[config.mk]
export PLATFORM = sky130hd
export DESIGN_NAME = sdram_arbiter
export DESIGN_NICKNAME = d
export VERILOG_FILES = /design/src/rtl/sdram_pkg.sv /design/src/rtl/sdram_refresh_timer.sv /design/src/rtl/sdram_arbiter.sv
export SDC_FILE = /design/constraint.sdc
export NUM_CORES = 1
export LEC_CHECK = 0
export ABC_AREA = 1
export CORE_MARGIN = 2
export CORE_UTILIZATION = 45
export CTS_BUF_LIST = sky130_fd_sc_hd__clkbuf_4 sky130_fd_sc_hd__clkbuf_8
export DETAILED_ROUTE_END_ITERATION = 8
export PLACE_DENSITY_LB_ADDON = 0.08
export SYNTH_ARGS = -nofsm -noshare
export SYNTH_HDL_FRONTEND = slang
export SYNTH_SLANG_ARGS = --single-unit
[constraint.sdc]
create_clock -name clk -period 1.8 [get_ports clk]
set_input_delay 0.36 -clock clk [delete_from_list [all_inputs] [get_ports clk]]
set_output_delay 0.36 -clock clk [all_outputs]
set_load 0.01 [all_outputs]
[src/rtl/sdram_pkg.sv]
// sdram_pkg: shared FSM states, owner encoding and default timing parameters
package sdram_pkg;
  typedef enum logic [1:0] {IDLE, ISSUE, WAIT_BUSY, WAIT_DONE} state_t;
  typedef enum logic [1:0] {NONE, P0, P1, REF} owner_t;
  localparam int REFRESH_INTERVAL_DEF = 810;
  localparam int FAIR_LIMIT_DEF = 4;
endpackage

[src/rtl/sdram_refresh_timer.sv]
// sdram_refresh_timer: periodic refresh request with sticky overrun flag
module sdram_refresh_timer
  import sdram_pkg::*;
#(
  parameter int REFRESH_INTERVAL = REFRESH_INTERVAL_DEF
) (
  input  logic clk,
  input  logic resetn,
  input  logic enabled,
  input  logic clear,
  output logic pending,
  output logic overrun
);
  localparam int CW = REFRESH_INTERVAL > 1 ? $clog2(REFRESH_INTERVAL) : 1;
  logic [CW-1:0] cnt;
  logic expire;
  assign expire = enabled && cnt == CW'(REFRESH_INTERVAL - 1);
  // a new expiry beats a same-cycle clear, and expiring onto a pending refresh is an overrun
  always_ff @(posedge clk or negedge resetn)
    if (!resetn) begin
      cnt <= '0;
      pending <= 1'b0;
      overrun <= 1'b0;
    end else begin
      if (enabled) cnt <= expire ? '0 : cnt + 1'b1;
      pending <= expire | (pending & ~clear);
      overrun <= overrun | (expire & pending);
    end
endmodule

[src/rtl/sdram_arbiter.sv]
// sdram_arbiter: two-port SDRAM request arbiter with refresh priority and port-1 fairness
module sdram_arbiter
  import sdram_pkg::*;
#(
  parameter int REFRESH_INTERVAL = REFRESH_INTERVAL_DEF,
  parameter int FAIR_LIMIT = FAIR_LIMIT_DEF
) (
  input  logic        clk,
  input  logic        resetn,
  input  logic        p0_req,
  input  logic        p1_req,
  input  logic        p0_we,
  input  logic        p1_we,
  input  logic [22:0] p0_addr,
  input  logic [22:0] p1_addr,
  input  logic [15:0] p0_din,
  input  logic [15:0] p1_din,
  input  logic [1:0]  p0_wdm,
  input  logic [1:0]  p1_wdm,
  output logic        p0_ack,
  output logic        p1_ack,
  output logic [15:0] p0_rdata,
  output logic [15:0] p1_rdata,
  output logic        p0_rvalid,
  output logic        p1_rvalid,
  output logic        sd_rd,
  output logic        sd_wr,
  output logic        sd_refresh,
  output logic [22:0] sd_addr,
  output logic [15:0] sd_din,
  output logic [1:0]  sd_wdm,
  input  logic [15:0] sd_dout,
  input  logic        sd_data_ready,
  input  logic        sd_busy,
  input  logic        sd_enabled,
  output logic        refresh_overrun
);
  localparam int SW = $clog2(FAIR_LIMIT + 1);
  state_t state;
  owner_t owner, win;
  logic is_read, ref_pending, ref_clear, fair_p1, grant_we, rd_hit;
  logic [SW-1:0] streak;
  assign ref_clear = state == ISSUE && owner == REF;
  assign fair_p1 = p1_req && streak >= SW'(FAIR_LIMIT);
  assign win = !(state == IDLE && sd_enabled && !sd_busy) ? NONE :
               ref_pending ? REF : (p0_req && !fair_p1) ? P0 : p1_req ? P1 : NONE;
  assign grant_we = win == P1 ? p1_we : p0_we;
  assign rd_hit = sd_data_ready && is_read && state != IDLE;
  sdram_refresh_timer #(.REFRESH_INTERVAL(REFRESH_INTERVAL)) u_timer (
    .clk(clk),
    .resetn(resetn),
    .enabled(sd_enabled),
    .clear(ref_clear),
    .pending(ref_pending),
    .overrun(refresh_overrun)
  );
  always_ff @(posedge clk or negedge resetn)
    if (!resetn) begin
      state <= IDLE;
      owner <= NONE;
      is_read <= 1'b0;
      streak <= '0;
      sd_rd <= 1'b0;
      sd_wr <= 1'b0;
      sd_refresh <= 1'b0;
      sd_addr <= '0;
      sd_din <= '0;
      sd_wdm <= '0;
      p0_ack <= 1'b0;
      p1_ack <= 1'b0;
      p0_rvalid <= 1'b0;
      p1_rvalid <= 1'b0;
      p0_rdata <= '0;
      p1_rdata <= '0;
    end else begin
      p0_ack <= 1'b0;
      p1_ack <= 1'b0;
      sd_rd <= 1'b0;
      sd_wr <= 1'b0;
      sd_refresh <= 1'b0;
      p0_rvalid <= rd_hit && owner == P0;
      p1_rvalid <= rd_hit && owner == P1;
      if (rd_hit && owner == P0) p0_rdata <= sd_dout;
      if (rd_hit && owner == P1) p1_rdata <= sd_dout;
      case (state)
        IDLE: if (win != NONE) begin
          state <= ISSUE;
          owner <= win;
          is_read <= win != REF && !grant_we;
          sd_rd <= win != REF && !grant_we;
          sd_wr <= win != REF && grant_we;
          sd_refresh <= win == REF;
          sd_addr <= win == P1 ? p1_addr : win == P0 ? p0_addr : '0;
          sd_din <= win == P1 ? p1_din : win == P0 ? p0_din : '0;
          sd_wdm <= win == P1 ? p1_wdm : win == P0 ? p0_wdm : '0;
          p0_ack <= win == P0;
          p1_ack <= win == P1;
          streak <= (win == P0 && p1_req) ? streak + 1'b1 : '0;
        end
        ISSUE: state <= WAIT_BUSY;
        WAIT_BUSY: if (sd_busy) state <= WAIT_DONE;
        WAIT_DONE: if (!sd_busy) begin
          state <= IDLE;
          owner <= NONE;
        end
      endcase
    end
endmodule
==> out/metrics.csv, run 1 <==
metric,value,unit
setup_violations,0,
synth.avg_cell_area,9.458,um2
clk-insertion-delay-late,0.36,ns
fp.dieArea,11480,um2
grt_pass1_wl,19510,um
mostFrequentLayoutCells,"186 x clkdlybuf4s50_1, 144 x nand2_1, 100 x dfrtp_1",
maxSlewViolCount,0,
overflow,0,
synth_cells,506,
outcome,"complete, no violations",
fill_cells,818,
hold_violations,0,
p_int,6.698,mW
detailed_place_hpwl,9051,um
syn-cell-area,4786,um2
max-cap-violations,0,
start_util,46.36,%
period_needed,1.679,ns
critPathRequiredTime,2.10,ns
peakVddDrop,0.6798,mV
syn_to_final_growth,50.48,%
critical_path.endpoint_type,flip-flop,
clkPwrFrac,18.3,%
rows,37,
grt_max_degree,55,
core_area,10320,um2
dpl_cell_area,6884,um2
h-tree-depth,3,
fmax,595.5,MHz
ys_types,35,
hold_path_class,reg2reg,
gp_congestion,0.7787,
ant_nets,0,
antenna_cells,0,
switchingPower,3.449,mW
postSynth.asyncResetShare,100.0,%
timing_worst_setup_path_type,reg2reg,
cp-start-kind,flip-flop,
combPwrFrac,44.7,%
final_common_cell,clkdlybuf4s50_1,
first_global_vias,3943,
p_per_area,1409,nW/um2
skew,0.01248,ns
regArea,2502,um2
worst_pin_slew,0.3938,ns
ys_warn_count,0,
fp.dieW,107.1,um
finalCritPeriodShare,93.29,%
first_pass_iters,6,
crit_fanout,9,
wl_per_cell,14.41,um
multi_input_area,1908,um2
synth_fp_nets,621,
slew_headroom,73.50,%
portBuffers,187,
finalInstanceArea,7202,um2
ys_seq_elements,100,
vias,4089,
drt_iter0_drc,238,
ys.flop_type,dfrtp_1,
layout-drive-gt1-share,20.28,%
grtUsageTotal,21.62,%
synth_edf_count,0,
routed_wl,12260,um
yosysSeqAreaShare,52.29,%
vias_per_cell,4.805,
cts_tree,done,
die_y,107.1,um
cts_root_buf,clkbuf_8,
swShare,33.99,%
fin_nets,825,
drc_errors,0,
ios,188,
p_seq_share,37.0,%
antenna_found_initial,0,
cts_buffer_depth,2,
whs,0.4828,ns
clkTransAtPathRegs,0.09,ns
clock-sinks,100,
cts_buffers,9,
p_leak,3.435,nW
cp.arrival,1.97,ns
cells by family after synthesis:
family	count (synthesis)	synth area share (%)
AOI/OAI and AO/OA	43	4.653
xor gates and xnor gates	4	0.7322
adders and majority gates	8	2.092
buffers and inverters	68	8.261
DFF	100	52.29
and+or+nand+nor	283	31.97
state kept, by name, indices dropped and copies added (netlist names), 2 cells and up:
signal / count
streak: 3
sd_din: 16
owner: 2
p0_rdata: 16
sd_addr: 23
state: 2
sd_wdm: 2
u_timer.cnt: 10
p1_rdata: 16
routing by layer:
metal / global-route usage, % / routed length (um)
met3: 3.040 / 691
met5: 0 / 0
met1: 29.46 / 5201
met2: 34.18 / 6036
met4: 10.02 / 331
final timing paths:
check,endpoint,start,cells after the start,slack (ns)
worst max-delay path,streak[1],state[1],11,0.12
worst min-delay path,streak[0],streak[0],1,0.48
worst max register to register,streak[1],state[1],11,0.12
worst min register to register,streak[0],streak[0],1,0.48
max in group asynchronous,streak[1],resetn,3,1.01
min in group asynchronous,p1_rdata[10],resetn,3,0.52
cell usage after synthesis, types with 2 or more instances:
cell | instances | share of area [%]
a21oi_1 | 5 | 0.52
a211oi_1 | 2 | 0.31
ha_1 | 8 | 2.1
inv_2 | 3 | 0.24
buf_2 | 6 | 0.63
nand4_1 | 6 | 0.78
nor3_2 | 3 | 0.63
buf_6 | 3 | 0.71
buf_8 | 5 | 1.6
xor2_1 | 3 | 0.55
or2_2 | 2 | 0.26
nor3_1 | 4 | 0.42
nor2_1 | 11 | 0.86
dfrtp_1 | 100 | 52
nand2_1 | 144 | 11
inv_6 | 2 | 0.37
nand3_1 | 22 | 2.3
buf_4 | 4 | 0.63
nand2_4 | 5 | 1.2
inv_4 | 3 | 0.39
o21ai_1 | 34 | 3.6
inv_1 | 40 | 3.1
nand2_2 | 49 | 6.4
nand3_2 | 31 | 6.5
per-stage QoR:
step           power (mW)  setup TNS (ns)  instances  setup slack (ns)  util [%]
3_3_place_gp        8.142          -5.614        833           -0.1330     66.68
5_1_grt             10.83        -0.07674        851          -0.03107     69.76
6_report            10.15               0        851            0.1208     69.76
4_1_cts             10.18               0        850           0.01648     69.45
2_1_floorplan       5.970               0        506            0.2769         -
3_5_place_dp        8.289          -7.199        833           -0.2061     66.68
power by group through the flow:
stage / logic (mW) / clock network, mW / registers, mW
4_1_cts: 4.54 / 1.90 / 3.75
5_1_grt: 4.95 / 2.00 / 3.89
3_5_place_dp: 4.51 / 0 / 3.78
2_1_floorplan: 1.88 / 0 / 4.09
6_report: 4.53 / 1.86 / 3.76
3_3_place_gp: 4.38 / 0 / 3.76
critical path: stages (launching register included):
cell,delay [ns]
dfrtp_1,0.42
inv_1,0.12
ha_2,0.27
nand3_4,0.11
clkinv_4,0.08
nand2_8,0.07
inv_4,0.07
nand2_4,0.06
inv_6,0.08
buf_4,0.19
nand3_2,0.07
nand2_1,0.06
area by class of cell:
class	count	area share, %
tap	136	2.363
timing repair buffer	212	29.64
sequential	100	34.75
clock inverter	6	1.894
inverter	49	3.040
clock buffer	10	1.824
multi-input combinational	338	26.49
repair_timing:
item                                   in CTS  in global routing
setup endpoints to repair                  49                 77
resized for setup                           3                  6
endpoints found under the hold margin      77                  0
hold buffers                                1                  0
buffers inserted                            0                  1
pin swaps                                   0                  1
Note: power is estimated with default switching activity, not from simulation.
==> inputs of run 2 (changes only) <==
--- a/config.mk
+++ b/config.mk
@@ -6,6 +6,7 @@
 export NUM_CORES = 1
 export LEC_CHECK = 0
 export ABC_AREA = 1
+export ABC_CLOCK_PERIOD_IN_PS = 1800
 export CORE_MARGIN = 2
 export CORE_UTILIZATION = 45
 export CTS_BUF_LIST = sky130_fd_sc_hd__clkbuf_4 sky130_fd_sc_hd__clkbuf_8
==> results of run 2 <==
No change in the layout: final DEF, timing and power equal those of run 1.
==> inputs of run 3 (changes only) <==
==> constraint.sdc (replaced) <==
create_clock -name clk -period 1.8 [get_ports clk]
set_input_delay 0.18 -clock clk [delete_from_list [all_inputs] [get_ports clk]]
set_output_delay 0.18 -clock clk [all_outputs]
set_load 0.01 [all_outputs]
==> out/metrics.csv, run 3 (synthesis gave the netlist of run 1 again) <==
metric,value,unit,change
regMostFlops,sd_addr,,unchanged
mostFrequentLayoutCells,"186 x clkdlybuf4s50_1, 144 x nand2_1, 100 x dfrtp_1",,unchanged
largest_reg_flops,23,,unchanged
worst_pin_slew,0.5314,ns,was 0.3938 ns
wl_per_cell,14.55,um,was 14.41 um
cts_root_buf,clkbuf_8,,unchanged
h-tree-depth,3,,unchanged
start_util,46.36,%,unchanged
fin_nets,818,,was 825
hold_violations,0,,unchanged
vias,4109,,was 4089
cts_buffer_depth,2,,unchanged
layout-drive-gt1-share,19.35,%,was 20.28%
final_common_cell,clkdlybuf4s50_1,,unchanged
core_area,10320,um2,unchanged
vias_per_cell,4.868,,was 4.805
regArea,2502,um2,unchanged
fin_ws,0.1433,ns,was 0.1208 ns
antenna_found_initial,0,,unchanged
first_global_vias,4128,,was 3943
clkTransAtPathRegs,0.09,ns,about the same
period_needed,1.657,ns,was 1.679 ns
cp_slowest_stage_delay,0.42,ns,about the same
crit_slowest_cell,dfrtp_1,,unchanged
rows,37,,unchanged
grt_pass1_wl,19960,um,was 19510 um
gp_congestion,0.8211,,was 0.7787
routed_wl,12280,um,was 12260 um
cts_buffers,9,,unchanged
hold_path_class,in2async,,was reg2reg
critical_path.endpoint_type,flip-flop,,unchanged
fp.dieArea,11480,um2,unchanged
drt_iter0_drc,252,,was 238
fmax,603.6,MHz,was 595.5 MHz
fin_cells,844,,was 851
portBuffers,187,,unchanged
antenna_cells,0,,unchanged
clock-sinks,100,,unchanged
dp_slack,-0.01233,ns,was -0.2061 ns
clk-insertion-delay-late,0.37,ns,was 0.36 ns
ant_nets,0,,unchanged
slew_headroom,64.58,%,was 73.50%
crit_fanout,21,,was 9
switchingPower,3.439,mW,was 3.449 mW
swShare,35.77,%,was 33.99%
syn_to_final_growth,47.87,%,was 50.48%
grt_max_degree,45,,was 55
cp_num_buf_inv,5,,unchanged
peakVddDrop,0.6526,mV,was 0.6798 mV
max-cap-violations,0,,unchanged
finalCritPeriodShare,92.04,%,was 93.29%
ios,188,,unchanged
detailed_place_hpwl,9280,um,was 9051 um
clkPwrFrac,14.0,%,was 18.3%
fill_cells,832,,was 818
cp-start-kind,flip-flop,,unchanged
first_pass_iters,4,,was 6
combPwrFrac,46.9,%,was 44.7%
crit_chain,inv_1 -> ha_4 -> nand3_4 -> clkinv_4 -> nand2_8 -> inv_4 -> nand2_4 -> inv_6 -> buf_12 -> nand2_1 -> nand3_1,,was inv_1 -> ha_2 -> nand3_4 -> clkinv_4 -> nand2_8 -> inv_4 -> nand2_4 -> inv_6 -> buf_4 -> nand3_2 -> nand2_1
maxSlewViolCount,0,,unchanged
dpl_cell_area,6864,um2,was 6884 um2
finalSetupTns,0,ns,unchanged
skew,0.006698,ns,was 0.01248 ns
die_y,107.1,um,unchanged
outcome,"complete, no violations",,unchanged
p_seq_share,39.1,%,was 37.0%
timing_worst_setup_path_type,reg2reg,,unchanged
multi_input_area,1901,um2,was 1908 um2
drc_errors,0,,unchanged
postCtsSetupRepairBufs,0,,unchanged
p_leak,3.361,nW,was 3.435 nW
overflow,0,,unchanged
cp.arrival,1.96,ns,was 1.97 ns
finalInstanceArea,7077,um2,was 7202 um2
total_power,9.614,mW,was 10.15 mW
p_per_area,1358,nW/um2,was 1409 nW/um2
critPathRequiredTime,2.10,ns,about the same
cts_tree,done,,unchanged
place_inst,827,,was 833
path_delay_family,buffers and inverters,,unchanged
p_int,6.174,mW,was 6.698 mW
fp.dieW,107.1,um,unchanged
setup_violations,0,,unchanged
rsz0062_at_grt,false,,
grtUsageTotal,22.09,%,was 21.62%
[run 3: cell types whose count changed in the layout (fill, tap and decap cells not counted), sizes merged]
cell      previous run  this run
clkinvlp             1         2
clkbuf              10        11
bufinv               4         0
clkinv               2         4
buf                 25        18
[run 3: layout make-up]
cell class	instances	area share, %
repair buffers	205	29.77
clock buffers	11	2.051
flip-flops and latches	100	35.36
multi-input cells	338	26.86
well taps	136	2.405
clock inverters	5	0.5304
inverters	49	3.023
[run 3: final timing paths]
kind	start	to	slack, ns	cells past startpoint
max	state[1]	sd_addr[22]	0.14	11
min	resetn	p0_rdata[3]	0.33	2
max reg2reg	state[1]	sd_addr[22]	0.14	11
min reg2reg	u_timer.overrun	u_timer.overrun	0.49	1
max in group asynchronous	resetn	u_timer.cnt[8]	0.76	3
min in group clk	p1_addr[20]	sd_addr[20]	0.36	3
[run 3: power groups by stage]
| stage | clock [mW] | combinational [mW] | sequential (mW) |
|---|---|---|---|
| after floorplan | 0 | 1.88 | 4.09 |
| after global placement | 0 | 4.39 | 3.77 |
| after detailed placement | 0 | 4.51 | 3.80 |
| after CTS | 1.38 | 4.53 | 3.76 |
| after global routing | 1.48 | 4.97 | 3.88 |
| final | 1.34 | 4.51 | 3.76 |
[run 3: through the flow]
stage	hold slack (ns)	util [%]
2_1_floorplan	-0.1156	-
3_3_place_gp	0.1946	66.49
3_5_place_dp	0.1962	66.49
4_1_cts	0.3277	68.38
5_1_grt	0.3454	68.55
6_report	0.3271	68.55
[run 3: worst reg2reg max path: stages (launching register included)]
cell and delay [ns]:
dfrtp_1 0.42, inv_1 0.16, ha_4 0.18, nand3_4 0.09
clkinv_4 0.09, nand2_8 0.08, inv_4 0.08, nand2_4 0.06
inv_6 0.08, buf_12 0.19, nand2_1 0.09, nand3_1 0.08
[run 3: repair_timing]
action	4_1_cts	5_1_grt
endpoints found under the hold margin	36	0
resized for setup	1	5
pin swaps	0	0
hold buffers	1	0
setup endpoints to repair	13	59
[run 3: routing by layer]
| layer | vias up | track usage (%) | part of all wire, % |
|---|---|---|---|
| met5 | - | 0 | 0 |
| met3 | 23 | 5.228 | 5.9 |
| met1 | 1947 | 28.64 | 42 |
| met2 | 149 | 35.85 | 49 |
| li1 | 1990 | - | - |
| met4 | 0 | 8.534 | 2.8 |
==> RTL edit 1: new RTL, config.mk and constraints of run 1 <==
Set the package constant `REFRESH_INTERVAL_DEF` to 1620 (it was 810).
--- a/src/rtl/sdram_pkg.sv
+++ b/src/rtl/sdram_pkg.sv
@@ -3,5 +3,5 @@
   typedef enum logic [1:0] {IDLE, ISSUE, WAIT_BUSY, WAIT_DONE} state_t;
   typedef enum logic [1:0] {NONE, P0, P1, REF} owner_t;
-  localparam int REFRESH_INTERVAL_DEF = 810;
+  localparam int REFRESH_INTERVAL_DEF = 1620;
   localparam int FAIR_LIMIT_DEF = 4;
 endpackage
Behaviour: same outputs for any inputs over 10 cycles, from zero or initial values and one cycle with resetn low; that may be too few to reach the edited logic, so the function may still have changed.
==> RTL edit 1 against run 1 <==
  * Clock skew fell by 0.0081 ns
  * Sequential cell count grew 1
  * Design area fell by 5.1%
  * Area after synthesis down 6.8%
  * Total power fell by 7.9%
  * Critical path type is now flop to primary output
  * Hold slack worse by 0.020 ns
  * Utilization is 0.78 points higher
  * Clock power shrank 23%
  * Die area shrank 6.6%
  * Setup slack better by 0.015 ns
  * Count of clock-buffer cells in the layout increased by 1
  * Wire length down 0.60%
==> RTL edit 1: results (changes against run 1) <==
drt:
  vias: 4160  # +1.7%
  drt-initial-drc-count: 200  # -16%
  wl_per_cell_um: 14.2  # -1.5%
  drt-total-wl_um: 12200  # -0.60%
grt:
  grt_start_max_net_pins: 43  # -22%
  grt_pass1_wl_um: 20400  # +4.5%
  use_met3_pct: 6.54  # +3.5 points
  antenna_found_initial: 1  # +1
  grt_pass1_vias: 4175  # +5.9%
  grt_usage_pct: 23.4  # +1.8 points
  grtUsageMet1_pct: 29.9  # +0.45 points
  grt_util_met2_pct: 39.1  # +4.9 points
synthesis:
  synthArstFlopShare_pct: 100  # unchanged
  synthTopCellsByCount: "202 x nand2_1, 101 x dfrtp_1, 60 x nand3_1"
  yosysSeqAreaShare_pct: 56.7  # +4.4 points
  synth_area_leaders: "dfrtp_1 57%, nand2_1 17%, nand3_1 6.7%, inv_1 3.6%, o21ai_0 2.6%"
  syn-num-nets: 635  # +2.3%
  post_synth_num_cell_types: 27  # -23%
  syn_area_per_cell_um2: 8.56  # -9.5%
place:
  placed_area_mm2: 0.00662  # -3.9%
  post-place-ws_ns: -0.0808  # +0.125 ns
  dp.cells: 841  # +0.96%
  dp.final_hpwl_um: 9140  # +0.95%
  gp_congestion: 0.861  # +11%
pwr:
  p_sw_mw: 3.21  # -7.0%
  p_leak_nw: 3.22  # -6.2%
  ir_worst_vdd_uv: 775  # +14%
setup_path:
  critPathMaxFanout: 2  # -7
  cpMaxStageDelayCell: "clkdlybuf4s50_1"
  crit_arrival_ns: 1.30  # -0.67 ns
  cp_slowest_stage_delay_ns: 0.58  # +0.16 ns
  crit_family: "buffers and inverters"
sta:
  hold_slack_ns: 0.463  # -0.0198 ns
  clock-skew-final_ns: 0.00433  # -0.00815 ns
  slew_headroom_pct: 73.6  # +0.14 points
  timing.final.ws_setup_ns: 0.136  # +0.0153 ns
clock_tree:
  cts_max_level: 3  # unchanged
  ctsResizeCount: 0  # -3
  cts_buffers: 9  # unchanged
hold_path:
  min_path_type: "input pin to asynchronous set/reset pin"
cells_and_area:
  drive_gt1_share_pct: 7.02  # -13 points
run_status:
  run_status: "complete, no violations"
RTL edit 1: area by class of cell:
cell class | instances | area (um^2)
fillers | 772 | 2850
flip-flops and latches | 101 | 2530
repair buffers | 208 | 2140
multi-input cells | 352 | 1610
inverters | 49 | 188
well taps | 133 | 166
clock buffers | 11 | 145
clock inverters | 5 | 50.0
RTL edit 1: repair_timing:
| action | CTS | global route |
|---|---|---|
| setup buffers | 0 | 1 |
| hold buffers | 1 | 0 |
| hold endpoints to repair | 23 | 0 |
| setup endpoints to repair | 0 | 1 |
RTL edit 1: path summary, 6_finish.rpt:
check / end / from / cells past startpoint
max in group asynchronous: p0_rdata[0]$_DFFE_PN0P_ / resetn / 3
hold / removal: sd_addr[22]$_DFFE_PN0P_ / resetn / 2
min in group clk: u_timer.overrun$_DFF_PN0_ / u_timer.overrun$_DFF_PN0_ / 1
setup reg to reg: sd_wdm[1]$_DFFE_PN0P_ / state[1]$_DFFE_PN0P_ / 11
setup / recovery: sd_addr[3] / sd_addr[3]$_DFFE_PN0P_ / 1
hold reg to reg: u_timer.overrun$_DFF_PN0_ / u_timer.overrun$_DFF_PN0_ / 1
RTL edit 1: logic make-up (layout without fill, tap and decap cells):
group | count (synthesis) | after routing | share of synthesized area [%]
buf+inv | 68 | 273 | 7.15
simple gates | 297 | 297 | 28.4
fa+ha+maj | 7 | 7 | 1.96
compound gates | 44 | 44 | 5.05
flops | 101 | 101 | 56.7
xor+xnor | 4 | 4 | 0.786
RTL edit 1: power groups by stage:
| stage | Combinational [mW] | Sequential (mW) | Clock (mW) |
|---|---|---|---|
| 6_report | 4.15 | 3.76 | 1.44 |
| 5_1_grt | 4.52 | 3.88 | 1.57 |
| 4_1_cts | 4.18 | 3.77 | 1.48 |
| 3_5_place_dp | 4.16 | 3.80 | 0 |
| 3_3_place_gp | 4.03 | 3.76 | 0 |
| 2_1_floorplan | 1.50 | 4.09 | 0 |
RTL edit 1: per-layer routing:
layer | vias up | part of all wire, %
li1 | 2056 | -
met1 | 1943 | 42
met2 | 138 | 49
met3 | 21 | 6.4
met4 | 2 | 2.0
met5 | - | 0.17
==> RTL edit 2: new RTL, config.mk and constraints of run 1 <==
Made on the original files. The 4 states of `state_t` get a one-hot encoding in 4 bits.
--- a/src/rtl/sdram_pkg.sv
+++ b/src/rtl/sdram_pkg.sv
@@ -1,5 +1,5 @@
 // sdram_pkg: shared FSM states, owner encoding and default timing parameters
 package sdram_pkg;
-  typedef enum logic [1:0] {IDLE, ISSUE, WAIT_BUSY, WAIT_DONE} state_t;
+  typedef enum logic [3:0] {IDLE = 4'b0001, ISSUE = 4'b0010, WAIT_BUSY = 4'b0100, WAIT_DONE = 4'b1000} state_t;
   typedef enum logic [1:0] {NONE, P0, P1, REF} owner_t;
   localparam int REFRESH_INTERVAL_DEF = 810;
Check against the original RTL: same outputs for any inputs over 10 cycles, from zero or initial values and one cycle with resetn low; not proved beyond that.
==> RTL edit 2 against run 1 <==
  * Setup slack better by 0.019 ns
  * Hold slack lost 0.0035 ns
  * Utilization up 1.2 points
  * Critical path depth decreased by 10
  * Total power fell by 33%
  * Register-to-register slack better by 0.06 ns
  * Area after synthesis down 5.3%
  * Sequential cell count is 2 higher
  * Global-route usage increased by 2.3 points
  * Die area down 5.1%
  * Wire length up 2.9%
  * Design area fell by 3.7%
  * Sequential share of layout area is 2.1 points higher
  * Critical path type is now flop to primary output
  * Highest routed layer unchanged
==> RTL edit 2: results (changes against run 1) <==
run_status:
  run_status: "complete, no violations"
synthesis:
  yosysSeqAreaShare_pct: 56.4  # +4.1 points
  syn-num-nets: 632  # +1.8%
  ys_seq_elements: 102  # +2.0%
  synth_area_leaders: "dfrtp_1 56%, nand2_1 15%, nand3_1 6.1%, o21ai_0 4.3%, inv_1 3.3%"
  synthTopCellsByCount: "187 x nand2_1, 101 x dfrtp_1, 55 x nand3_1"
  post_synth_num_cell_types: 30  # -14%
  syn_area_per_cell_um2: 8.68  # -8.2%
sta:
  slew_headroom_pct: 70.1  # -3.4 points
  clock-skew-final_ns: 0.00714  # -0.00534 ns
pwr:
  p_leak_nw: 3.33  # -3.1%
  total_power_mw: 6.84  # -33%
  p_sw_mw: 2.14  # -38%
  ir_worst_vdd_uv: 677  # -0.38%
setup_path:
  cpMaxStageDelayCell: "clkdlybuf4s50_1"
  reg2reg_to: "state[3]$_DFFE_PN0P_"
  r2r_slack_ns: 0.18  # +0.06 ns
  r2r-start: "state[0]$_DFFE_PN1P_"
  cp_slowest_stage_delay_ns: 0.57  # +0.15 ns
  reg2reg_depth: 9  # -2
cells_and_area:
  clkbuf_count: 15  # +5
  nMultiInputCombCells: 358  # +5.9%
  sh_seq_area_pct: 36.8  # +2.1 points
  multiInputGateArea_mm2: 0.00166  # -13%
  layout.nets: 840  # +1.8%
  drive_gt1_share_pct: 10.6  # -9.7 points
  inverters: 44  # -10%
  area_share_clock_buf_inv_pct: 2.78  # -0.94 points
grt:
  grt_util_met2_pct: 40.8  # +6.6 points
  grt_pass1_wl_um: 21000  # +7.5%
  use_met3_pct: 7.02  # +4.0 points
  grt_start_max_net_pins: 34  # -38%
  grt_usage_pct: 23.9  # +2.3 points
drt:
  drt-initial-drc-count: 208  # -13%
  vias: 4247  # +3.9%
  wl_met3_um: 966  # +40%
  first_pass_iters: 4  # -2
  wl_per_cell_um: 14.5  # +0.86%
place:
  dp.final_hpwl_um: 9610  # +6.1%
  placed_area_mm2: 0.00673  # -2.3%
clock_tree:
  ctsResizeCount: 0  # -3
-- RTL edit 2: changes by cell type after synthesis, moves of 5 or more --
cell,run 1,this run
ha_1,8,3
nand2_1,144,187
nand2_2,49,18
nand2_4,5,0
nand3_1,22,55
nand3_2,31,3
nand4_1,6,1
nor2_1,11,25
o21ai_0,1,39
o21ai_1,34,1
-- RTL edit 2: worst max path at each step --
stage	slack [ns]	start	endpoint
floorplan	0.30	state[0]$_DFFE_PN1P_	state[1]$_DFFE_PN0P_
global placement	-0.10	p0_req	sd_addr[20]$_DFFE_PN0P_
detailed placement	-0.13	p0_req	sd_addr[8]$_DFFE_PN0P_
CTS	0.09	state[0]$_DFFE_PN1P_	state[3]$_DFFE_PN0P_
global route	0.03	state[0]$_DFFE_PN1P_	state[1]$_DFFE_PN0P_
finish	0.14	p0_rdata[6]$_DFFE_PN0P_	p0_rdata[6]
-- RTL edit 2: per-stage QoR --
step | hold WS, ns | setup TNS, ns | setup WS, ns | instances | utilization [%]
6_report | 0.479 | 0 | 0.140 | 868 | 70.9
5_1_grt | 0.522 | 0 | 0.0276 | 868 | 70.9
3_3_place_gp | 0.335 | -4.36 | -0.102 | 851 | 68.8
2_1_floorplan | 0.0644 | 0 | 0.302 | 522 | -
4_1_cts | 0.491 | 0 | 0.0944 | 868 | 70.9
3_5_place_dp | 0.335 | -5.22 | -0.135 | 851 | 68.8
-- RTL edit 2: cells by family after synthesis --
group	after synthesis	synth area share, %
buffers and inverters	62	7.18
AOI/OAI and AO/OA	50	5.83
DFF	102	56.4
and+or+nand+nor	303	29.4
xor gates and xnor gates	2	0.387
adders and majority gates	3	0.829
